**config.mk**
```make
export PLATFORM = sky130hd
export DESIGN_NAME = pmem_arbiter
export DESIGN_NICKNAME = d
export VERILOG_FILES = /design/src/rtl/pmem_arbiter.sv
export SDC_FILE = /design/constraint.sdc
export NUM_CORES = 1
export LEC_CHECK = 0
export ABC_AREA = 1
export CORE_AREA = 10 10 261 263
export CTS_CLUSTER_SIZE = 8
export DETAILED_ROUTE_END_ITERATION = 10
export DIE_AREA = 0 0 271 273
export PLACE_DENSITY_LB_ADDON = 0.1
export SLEW_MARGIN = 20
export SYNTH_ARGS = -nofsm -noshare
export SYNTH_HDL_FRONTEND = slang
export SYNTH_SLANG_ARGS = --single-unit
```
**constraint.sdc**
```tcl
create_clock -name clk -period 3.85 [get_ports clk]
set_clock_uncertainty 0.1 [all_clocks]
set_input_delay 0.385 -clock clk [delete_from_list [all_inputs] [get_ports clk]]
set_output_delay 0.385 -clock clk [all_outputs]
set_load 0.02 [all_outputs]
```
**src/rtl/pmem_arbiter.sv**
```systemverilog
// Arbitrates the single physical memory port between the I-cache and D-cache.
// One transaction in flight; round-robin on contention; sticky watchdog on a silent memory.
module pmem_arbiter #(
    parameter int ADDR_W      = 16,
    parameter int DATA_W      = 128,
    parameter int TIMEOUT_CYC = 255
) (
    input  logic              clk,
    input  logic              rst_n,
    input  logic              i_read,
    input  logic [ADDR_W-1:0] i_address,
    output logic [DATA_W-1:0] i_rdata,
    output logic              i_resp,
    input  logic              d_read,
    input  logic              d_write,
    input  logic [ADDR_W-1:0] d_address,
    input  logic [DATA_W-1:0] d_wdata,
    output logic [DATA_W-1:0] d_rdata,
    output logic              d_resp,
    output logic              pmem_read,
    output logic              pmem_write,
    output logic [ADDR_W-1:0] pmem_address,
    output logic [DATA_W-1:0] pmem_wdata,
    input  logic [DATA_W-1:0] pmem_rdata,
    input  logic              pmem_resp,
    output logic              timeout_err
);

    localparam int CNT_W = (TIMEOUT_CYC < 2) ? 1 : $clog2(TIMEOUT_CYC + 1);
    localparam logic [CNT_W-1:0] TO_VAL = CNT_W'(TIMEOUT_CYC);

    typedef enum logic [1:0] {IDLE, SERVE_I, SERVE_D} state_t;

    state_t            r_state;
    state_t            w_state_nxt;
    logic              r_last_d;
    logic [ADDR_W-1:0] r_addr;
    logic [DATA_W-1:0] r_wdata;
    logic              r_wr;
    logic [CNT_W-1:0]  r_cnt;
    logic              r_terr;

    logic             w_i_pend;
    logic             w_d_pend;
    logic             w_grant_i;
    logic             w_grant_d;
    logic             w_timeout;
    logic             w_serve;
    logic [CNT_W-1:0] w_cnt_inc;

    assign w_i_pend  = i_read;
    assign w_d_pend  = d_read | d_write;
    assign w_serve   = (r_state != IDLE);
    // Saturate so a disabled watchdog can never wrap back onto a match.
    assign w_cnt_inc = (r_cnt == {CNT_W{1'b1}}) ? r_cnt : r_cnt + CNT_W'(1);

    always_comb begin
        w_state_nxt = r_state;
        w_grant_i   = 1'b0;
        w_grant_d   = 1'b0;
        w_timeout   = 1'b0;
        case (r_state)
            IDLE: begin
                // On contention the requester that did not win last time goes first.
                if (w_d_pend && (!w_i_pend || !r_last_d)) begin
                    w_grant_d   = 1'b1;
                    w_state_nxt = SERVE_D;
                end else if (w_i_pend) begin
                    w_grant_i   = 1'b1;
                    w_state_nxt = SERVE_I;
                end
            end
            SERVE_I, SERVE_D: begin
                if (pmem_resp) begin
                    w_state_nxt = IDLE;
                end else if ((TIMEOUT_CYC != 0) && (w_cnt_inc == TO_VAL)) begin
                    w_timeout   = 1'b1;
                    w_state_nxt = IDLE;
                end
            end
            default: w_state_nxt = IDLE;
        endcase
    end

    always_ff @(posedge clk or negedge rst_n) begin
        if (!rst_n) begin
            r_state  <= IDLE;
            r_last_d <= 1'b0;
            r_addr   <= '0;
            r_wdata  <= '0;
            r_wr     <= 1'b0;
            r_cnt    <= '0;
            r_terr   <= 1'b0;
        end else begin
            r_state <= w_state_nxt;
            if (w_grant_i || w_grant_d) begin
                r_cnt    <= '0;
                r_last_d <= w_grant_d;
                r_addr   <= w_grant_d ? d_address : i_address;
                r_wr     <= w_grant_d & d_write;
                if (w_grant_d) r_wdata <= d_wdata;
            end else if (w_serve && !pmem_resp) begin
                r_cnt <= w_cnt_inc;
            end
            if (w_timeout) r_terr <= 1'b1;
        end
    end

    assign pmem_read    = w_serve & ~r_wr;
    assign pmem_write   = w_serve & r_wr;
    assign pmem_address = r_addr;
    assign pmem_wdata   = r_wdata;
    assign i_resp       = pmem_resp & (r_state == SERVE_I);
    assign d_resp       = pmem_resp & (r_state == SERVE_D);
    assign i_rdata      = i_resp ? pmem_rdata : '0;
    assign d_rdata      = d_resp ? pmem_rdata : '0;
    assign timeout_err  = r_terr;

endmodule
```
* Word level (Yosys, flattened, before mapping)
Index checks and enable logic that the tools add are counted.
** Word-level totals
- Output and inout port bits :: 405
- Bits in registers :: 157
- Bits of input ports :: 294
- Logic and storage cells :: 53
** Operators by class
- Muxes and demuxes :: 19
- Add/sub/neg operators :: 1
- Reductions and logical operators :: 13
- Equality and inequality tests :: 6
- Bitwise gates (word level) :: 7
** Operator list (count)
- $mux 128 :: 2
- $mux 8 :: 3
- $eq 8x8->1 const B :: 2
- $mux 16 :: 1
- $add 8x1->8 const B :: 1
- $mux 1 :: 8
- $mux 2 :: 4
- $ne 3x3->1 const B :: 2
- $and 1x1->1 :: 5
- $pmux 2 s2 :: 1
- $reduce_and 2->1 :: 2
- $reduce_bool 2->1 :: 2
- $logic_not 1->1 :: 3
- $eq 2x1->1 const B :: 1
- $eq 2x2->1 const B :: 1
- $logic_and 1x1->1 :: 2
- $logic_not 2->1 :: 1
- $logic_or 1x1->1 :: 2
- $reduce_or 2->1 :: 1
- $not 1->1 :: 1
- $or 1x1->1 :: 1

* Longest topological paths before layout
Gate-level depths: netlist (run 1).
- Depth in word-level cells :: 7
- Gate-level depth with buffers :: 14
- Gate-level depth less buffers :: 14

* Worst setup path after synthesis (run 1)
No wires, ideal clock.
- Path type :: flip-flop to output port
- Start :: register r_state[0]
- End :: output port d_resp
- Path buffers :: 2
- Path slack :: 1.964 ns
- Data arrival time :: 1.401 ns
- Data required time :: 3.365 ns
- Cell stages (with the launch flop) :: 7
- Path through :: dfrtp_1 > inv_1 > ha_1 > nand2_1 > clkbuf_1 > buf_1 > inv_1
** On the way
- Cells in the longest elaborated chain, start to end :: 2
** RTL lines
- start, declared :: RTL line 34 : state_t r_state;
- start signal, assigned :: RTL line 95 : r_state <= w_state_nxt;
- $eq 2x2->1 :: RTL line 114 : assign d_resp = pmem_resp & (r_state == SERVE_D);
- $and 1x1->1 :: RTL line 114
- end, declared :: RTL line 19 : output logic d_resp,
Every way passes these cells.

* Worst setup path in the final report (run 1)
- Start :: register r_state[0]
- End :: output port d_rdata[37]
** On the way
- Cells in the longest elaborated chain, start to end :: 3
** RTL lines
- $eq 2x2->1 :: RTL line 114
- $and 1x1->1 :: RTL line 114
- $mux 128 :: RTL line 116 : assign d_rdata = d_resp ? pmem_rdata : '0;
- end, declared :: RTL line 18 : output logic [DATA_W-1:0] d_rdata,
Every way passes these cells.

==> results of run 1 <==
power groups by stage:
stage / Sequential, W / Combinational, W / Clock [W]
4_1_cts: 0.00292 / 0.00650 / 0.00190
2_1_floorplan: 0.00384 / 0.00208 / 0
3_5_place_dp: 0.00292 / 0.00648 / 0
5_1_grt: 0.00302 / 0.00678 / 0.00195
3_3_place_gp: 0.00290 / 0.00651 / 0
6_report: 0.00290 / 0.00632 / 0.00181
area by class of cell:
class,count,area (µm²)
clock buffer,18,429
timing repair buffer,717,7200
fill,6777,46100
tap,846,1060
multi-input combinational,540,3210
inverter,165,619
sequential,157,3930
clock inverter,14,184
antenna,5,12.5
synthesized netlist by cell type, drive strengths merged:
library cell  count  area [µm²]
nor2            266        1020
inv             165         619
dfrtp           157        3930
mux2            128        1440
nand2            75         312
clkbuf           27         101
o21ai            22         114
buf              21         165
nand3            21         105
a21oi            17        88.8
ha                4        50.1
o21bai            2        15.0
o22ai             2        12.5
xor2              2        17.5
or2               1        6.26
cells by family after synthesis:
group,synth area share
flops,0.492
mux,0.180
compound gates,0.0288
simple gates,0.180
buf+inv,0.111
fa+ha+maj,0.00626
xor+xnor,0.00219
through the flow:
stage	setup slack, ns	cells
after CTS	0.601	2457
after floorplan	1.96	910
final	0.715	2462
after global placement	0.895	2424
after detailed placement	0.852	2424
after global routing	0.539	2457
final timing paths:
kind	startpoint	cells past startpoint	to	slack, ns
min	r_last_d	2	r_last_d	0.37
min reg2reg	r_last_d	2	r_last_d	0.37
min in group asynchronous	rst_n	2	pmem_wdata[35]	0.45
max	r_state[0]	6	d_rdata[37]	0.72
max in group asynchronous	rst_n	3	pmem_wdata[109]	2.18
max reg2reg	r_state[0]	9	pmem_address[8]	1.58
state kept, by name, indices dropped and copies added, names as in the netlist:
name,cells
pmem_wdata,128
pmem_address,16
r_cnt,8
r_state,2
r_last_d,1
r_wr,1
timeout_err,1
metal layers:
metal | vias to the layer above | part of all wire
met4 | 20 | 0.017
met1 | 4078 | 0.33
met3 | 71 | 0.12
li1 | 4129 | -
met5 | - | 0.0023
met2 | 449 | 0.52
tightest hold or removal path, cell delays in order (launching register included):
cell and delay (ns):
dfrtp_1 0.34, nand2_1 0.05, nand2_1 0.04
timing repair:
item                      CTS  global route
hold endpoints to repair   77             0
buffers inserted            0             0
hold buffers                1             0
gates resized for setup     0             0
==> results.tsv, run 1 <==
metric	value	unit
maximum clock frequency	319	MHz
DRC violations left	0	
power consumption	0.0110	W
total wire length	54.6	mm
H-Tree Level Count	4	
commonest non-fill, non-tap cell in the layout	clkdlybuf4s50_1	
total count of max-transition violations in the final report	0	
overflow left after global routing	0	
global-route wire length before repair	75.0	mm
final hold violation count	0	
global routing usage on met1	0.133	
average cell area after synthesis	8.78	µm²
clock tree from TritonCTS	built	
number of cell rows	92	
layout cells sized above 1	0.0739	
type of the most critical hold path	register to register	
utilization after layout	0.265	
post-route standard cell area excluding fillers	16600	µm²
WP data arrival	2.65	ns
final setup violation count	0	
start-to-end type of the worst setup path	register to output pin	
busiest grt layer	met2	
Worst Max-Slew Pin Slew	0.785	ns
detailed-placement wirelength estimate	46.7	mm
library cell contributing the largest single delay on the critical path	clkdlybuf4s50_1	
combinational group share of total power	0.573	
number of clock sinks	157	
Post-Syn Nets	1208	
Worst Hold Slack	0.372	ns
area of placed instances	16000	µm²
internal power of the cells	0.00644	W
net switching share of the total power	0.416	
routed length per placed instance	22.2	µm
Cell Area, Synth	7990	µm²
floorplan die height	273	µm
max-cap violation count	0	
critical path's top delay family	buffers and inverters	
P_sw	0.00460	W
largest net degree at the start of global routing	85	
Post-Route Setup TNS	0	ns
peak supply drop	0.369	mV
Die Span X	271	µm
vias in the first global route	9326	
number of vias after detailed routing	8747	
area of the placeable core	62700	µm²
worst rel slew slack	0.477	
element type at the critical path end	output pin	
sum of buffers and inverters on the critical path	3	
Via density	3.55	
total global-route track usage	0.141	
Synth cell types	28	
Cell Pwr Density	664	nW/µm²
sequential fraction of the synthesis area	0.492	
TritonRoute pass-1 iters	5	
minimum clock period	3.13	ns
Max Buffers Root-to-Sink	2	
die area	74000	µm²
Final Cycle Share	0.814	
routing usage on met2	0.261	
routability congestion estimate	0.930	
delay of the slowest critical-path stage	0.68	ns
clock tree root buffer cell	clkbuf_16	
Leak	7.22	nW
initial standard-cell utilization of the core	0.127	
sort of element at the start of the critical path	register	
area growth from synthesis to layout	108	%
GR Layer Usage met3	0.0791	
sequential fraction of design power	0.263	
CTS clk-pin slew, worst paths	0.07	ns
part of the total power dissipated in the clock network	0.164	
RSZ-0062 raised after global routing	no	
status	completed	
net count reported at finish	1896	
number of port buffers	698	
number of DRC markers in iteration 0	356	
gate count of the mapped netlist	910	
critical path fanouts, max	46	
antenna-violating nets left	0	
cells along the critical path	inv_1 -> ha_1 -> nand2_4 -> buf_12 -> nor2_1 -> clkdlybuf4s50_1	
post-synthesis sequential element count	157	
number of antenna violations at the first check in global routing	25	
number of top-level pins	699	
most frequent cells in the layout	clkdlybuf4s50_1 (697), nor2_1 (263), inv_1 (162)	
clock insertion delay at the later pin of the skew report	0.43	ns
data required time of the critical path	3.37	ns
total CTS buffers	17	
Ys Warns	0	
(Power assumes the default switching activity.)
==> run 2, diff against run 1 <==
Settings changed: CORE_AREA 10 10 261 263 to 10 10 263 265, DIE_AREA 0 0 271 273 to 0 0 273 275.
Clock period 3.85 ns to 2.8 ns, I/O delays scaled along.
==> results.tsv, run 2 (same netlist as run 1, synthesis figures left out) <==
metric	value	unit	change
worst rel slew slack	0.574		was 0.477
sequential cell area	3930	µm²	unchanged
layout cells sized above 1	0.0797		was 0.0739
maximum clock frequency	372	MHz	
number of DRC markers in iteration 0	305		was 356
overflow left after global routing	0		unchanged
CTS clk-pin slew, worst paths	0.07	ns	about the same
number of port buffers	698		unchanged
area growth from synthesis to layout	116	%	was 108%
max FFs per register	128		unchanged
area occupied by multi-input gates	3230	µm²	was 3210 µm²
start-to-end type of the worst setup path	register to output pin		unchanged
type of the most critical hold path	input port to async pin		was register to register
most frequent cells in the layout	clkdlybuf4s50_1 (473), nor2_1 (263), dlymetal6s2s_1 (186)		was clkdlybuf4s50_1 (697), nor2_1 (263), inv_1 (162)
element type at the critical path end	output pin		unchanged
number of cell rows	93		was 92
minimum clock period	2.69	ns	
area of placed instances	16200	µm²	was 16000 µm²
data required time of the critical path	2.42	ns	was 3.37 ns
Final Cycle Share	0.960		
WP data arrival	2.31	ns	was 2.65 ns
Reg2Reg Launch Point	r_state[0]		unchanged
number of fillers in the final layout	6816		was 6777
H-Tree Level Count	4		unchanged
final setup violation count	0		unchanged
commonest non-fill, non-tap cell in the layout	clkdlybuf4s50_1		unchanged
clock tree root buffer cell	clkbuf_16		unchanged
Crit. Startpoint	r_state[0]		unchanged
max-cap violation count	0		unchanged
Leak	10.8	nW	was 7.22 nW
largest net degree at the start of global routing	62		was 85
initial standard-cell utilization of the core	0.125		was 0.127
vias in the first global route	9244		was 9326
total global-route track usage	0.130		was 0.141
total count of max-transition violations in the final report	0		unchanged
sort of element at the start of the critical path	register		unchanged
antenna-violating nets left	0		unchanged
Post-Route Setup TNS	0	ns	unchanged
critical path fanouts, max	25		was 46
number of antenna violations at the first check in global routing	8		was 25
detailed-placement wirelength estimate	43.7	mm	was 46.7 mm
TritonRoute pass-1 iters	7		was 5
Via density	3.50		was 3.55
routability congestion estimate	0.860		was 0.930
number of top-level pins	699		unchanged
number of vias after detailed routing	8660		was 8747
capture point of the critical path	d_rdata[38]		was d_rdata[37]
cell count of the worst reg-to-reg path	9		unchanged
clock insertion delay at the later pin of the skew report	0.44	ns	was 0.43 ns
global-route wire length before repair	70.6	mm	was 75.0 mm
clock tree from TritonCTS	built		unchanged
die area	75100	µm²	was 74000 µm²
number of clock sinks	157		unchanged
Reg2Reg Setup Slack	0.66	ns	was 1.58 ns
Max Buffers Root-to-Sink	2		unchanged
final hold violation count	0		unchanged
Worst Max-Slew Pin Slew	0.639	ns	was 0.785 ns
Cell Pwr Density	877	nW/µm²	was 664 nW/µm²
post-route standard cell area excluding fillers	17200	µm²	was 16600 µm²
total wire length	52.2	mm	was 54.6 mm
endpoint of the worst register-to-register path	pmem_address[3]		was pmem_address[8]
area of the placeable core	63900	µm²	was 62700 µm²
routed length per placed instance	21.1	µm	was 22.2 µm
DRC violations left	0		unchanged
RSZ-0062 raised after global routing	no		unchanged
peak supply drop	0.497	mV	was 0.369 mV
net count reported at finish	1904		was 1896
Die Span X	273	µm	was 271 µm
status	completed		unchanged
Worst Hold Slack	0.278	ns	was 0.372 ns
floorplan die height	275	µm	was 273 µm
total CTS buffers	17		unchanged
==> run 2: area by class of cell <==
class / instances / area share
antenna: 3 / 0.000435
clock buffer: 20 / 0.0265
sequential: 157 / 0.228
timing repair buffer: 725 / 0.452
tap: 855 / 0.0620
inverter: 165 / 0.0359
clock inverter: 12 / 0.00784
multi-input combinational: 540 / 0.187
==> run 2: worst min-delay path by stage <==
| stage | from | end | slack (ns) |
|---|---|---|---|
| final | rst_n | pmem_wdata[125] | 0.28 |
| after global routing | d_wdata[32] | pmem_wdata[32] | 0.30 |
| after CTS | d_wdata[70] | pmem_wdata[70] | 0.28 |
| after detailed placement | rst_n | pmem_wdata[125] | 0.23 |
| after global placement | rst_n | pmem_wdata[125] | 0.23 |
| after floorplan | rst_n | pmem_address[0] | -0.12 |
==> run 2: critical path, cell delays in order, from the launching register on <==
cell	delay, ns
dfrtp_1	0.41
inv_1	0.09
ha_2	0.26
nand2_8	0.15
buf_12	0.23
nor2_1	0.10
clkdlybuf4s50_1	0.62
==> run 2: stage by stage <==
step / instances / total power, W / worst slack, ns / util
final: 2477 / 0.0151 / 0.112 / 0.270
after global placement: 2441 / 0.0131 / 0.135 / 0.254
after floorplan: 910 / 0.00814 / 1.02 / -
after global routing: 2476 / 0.0161 / 0.000568 / 0.270
after detailed placement: 2441 / 0.0130 / 0.129 / 0.254
after CTS: 2474 / 0.0155 / -0.117 / 0.262
==> run 2: report_power, final <==
| group | switching [W] | leakage (nW) | internal [W] |
|---|---|---|---|
| clock | 0.00103 | 0.291 | 0.00137 |
| combinational | 0.00463 | 8.63 | 0.00412 |
| sequential | 0.000579 | 1.87 | 0.00339 |
| total | 0.00624 | 10.8 | 0.00888 |
==> run 2: repair_timing <==
| item | in CTS | in global routing |
|---|---|---|
| hold endpoints to repair | 59 | 0 |
| resized for setup | 39 | 189 |
| pin swaps | 0 | 0 |
| setup endpoints to repair | 234 | 197 |
| setup buffers | 0 | 0 |
| hold buffers | 1 | 0 |
==> run 2: layer usage <==
layer,track usage,share of wire
met1,0.129,0.36
met2,0.234,0.51
met3,0.0651,0.11
met4,0.0395,0.019
met5,0,0.0015
==> run 3, diff against run 2 <==
Settings changed: HOLD_SLACK_MARGIN set to 0.02.
==> results of run 3 <==
Final layout, timing and power as in run 2 (identical DEF).
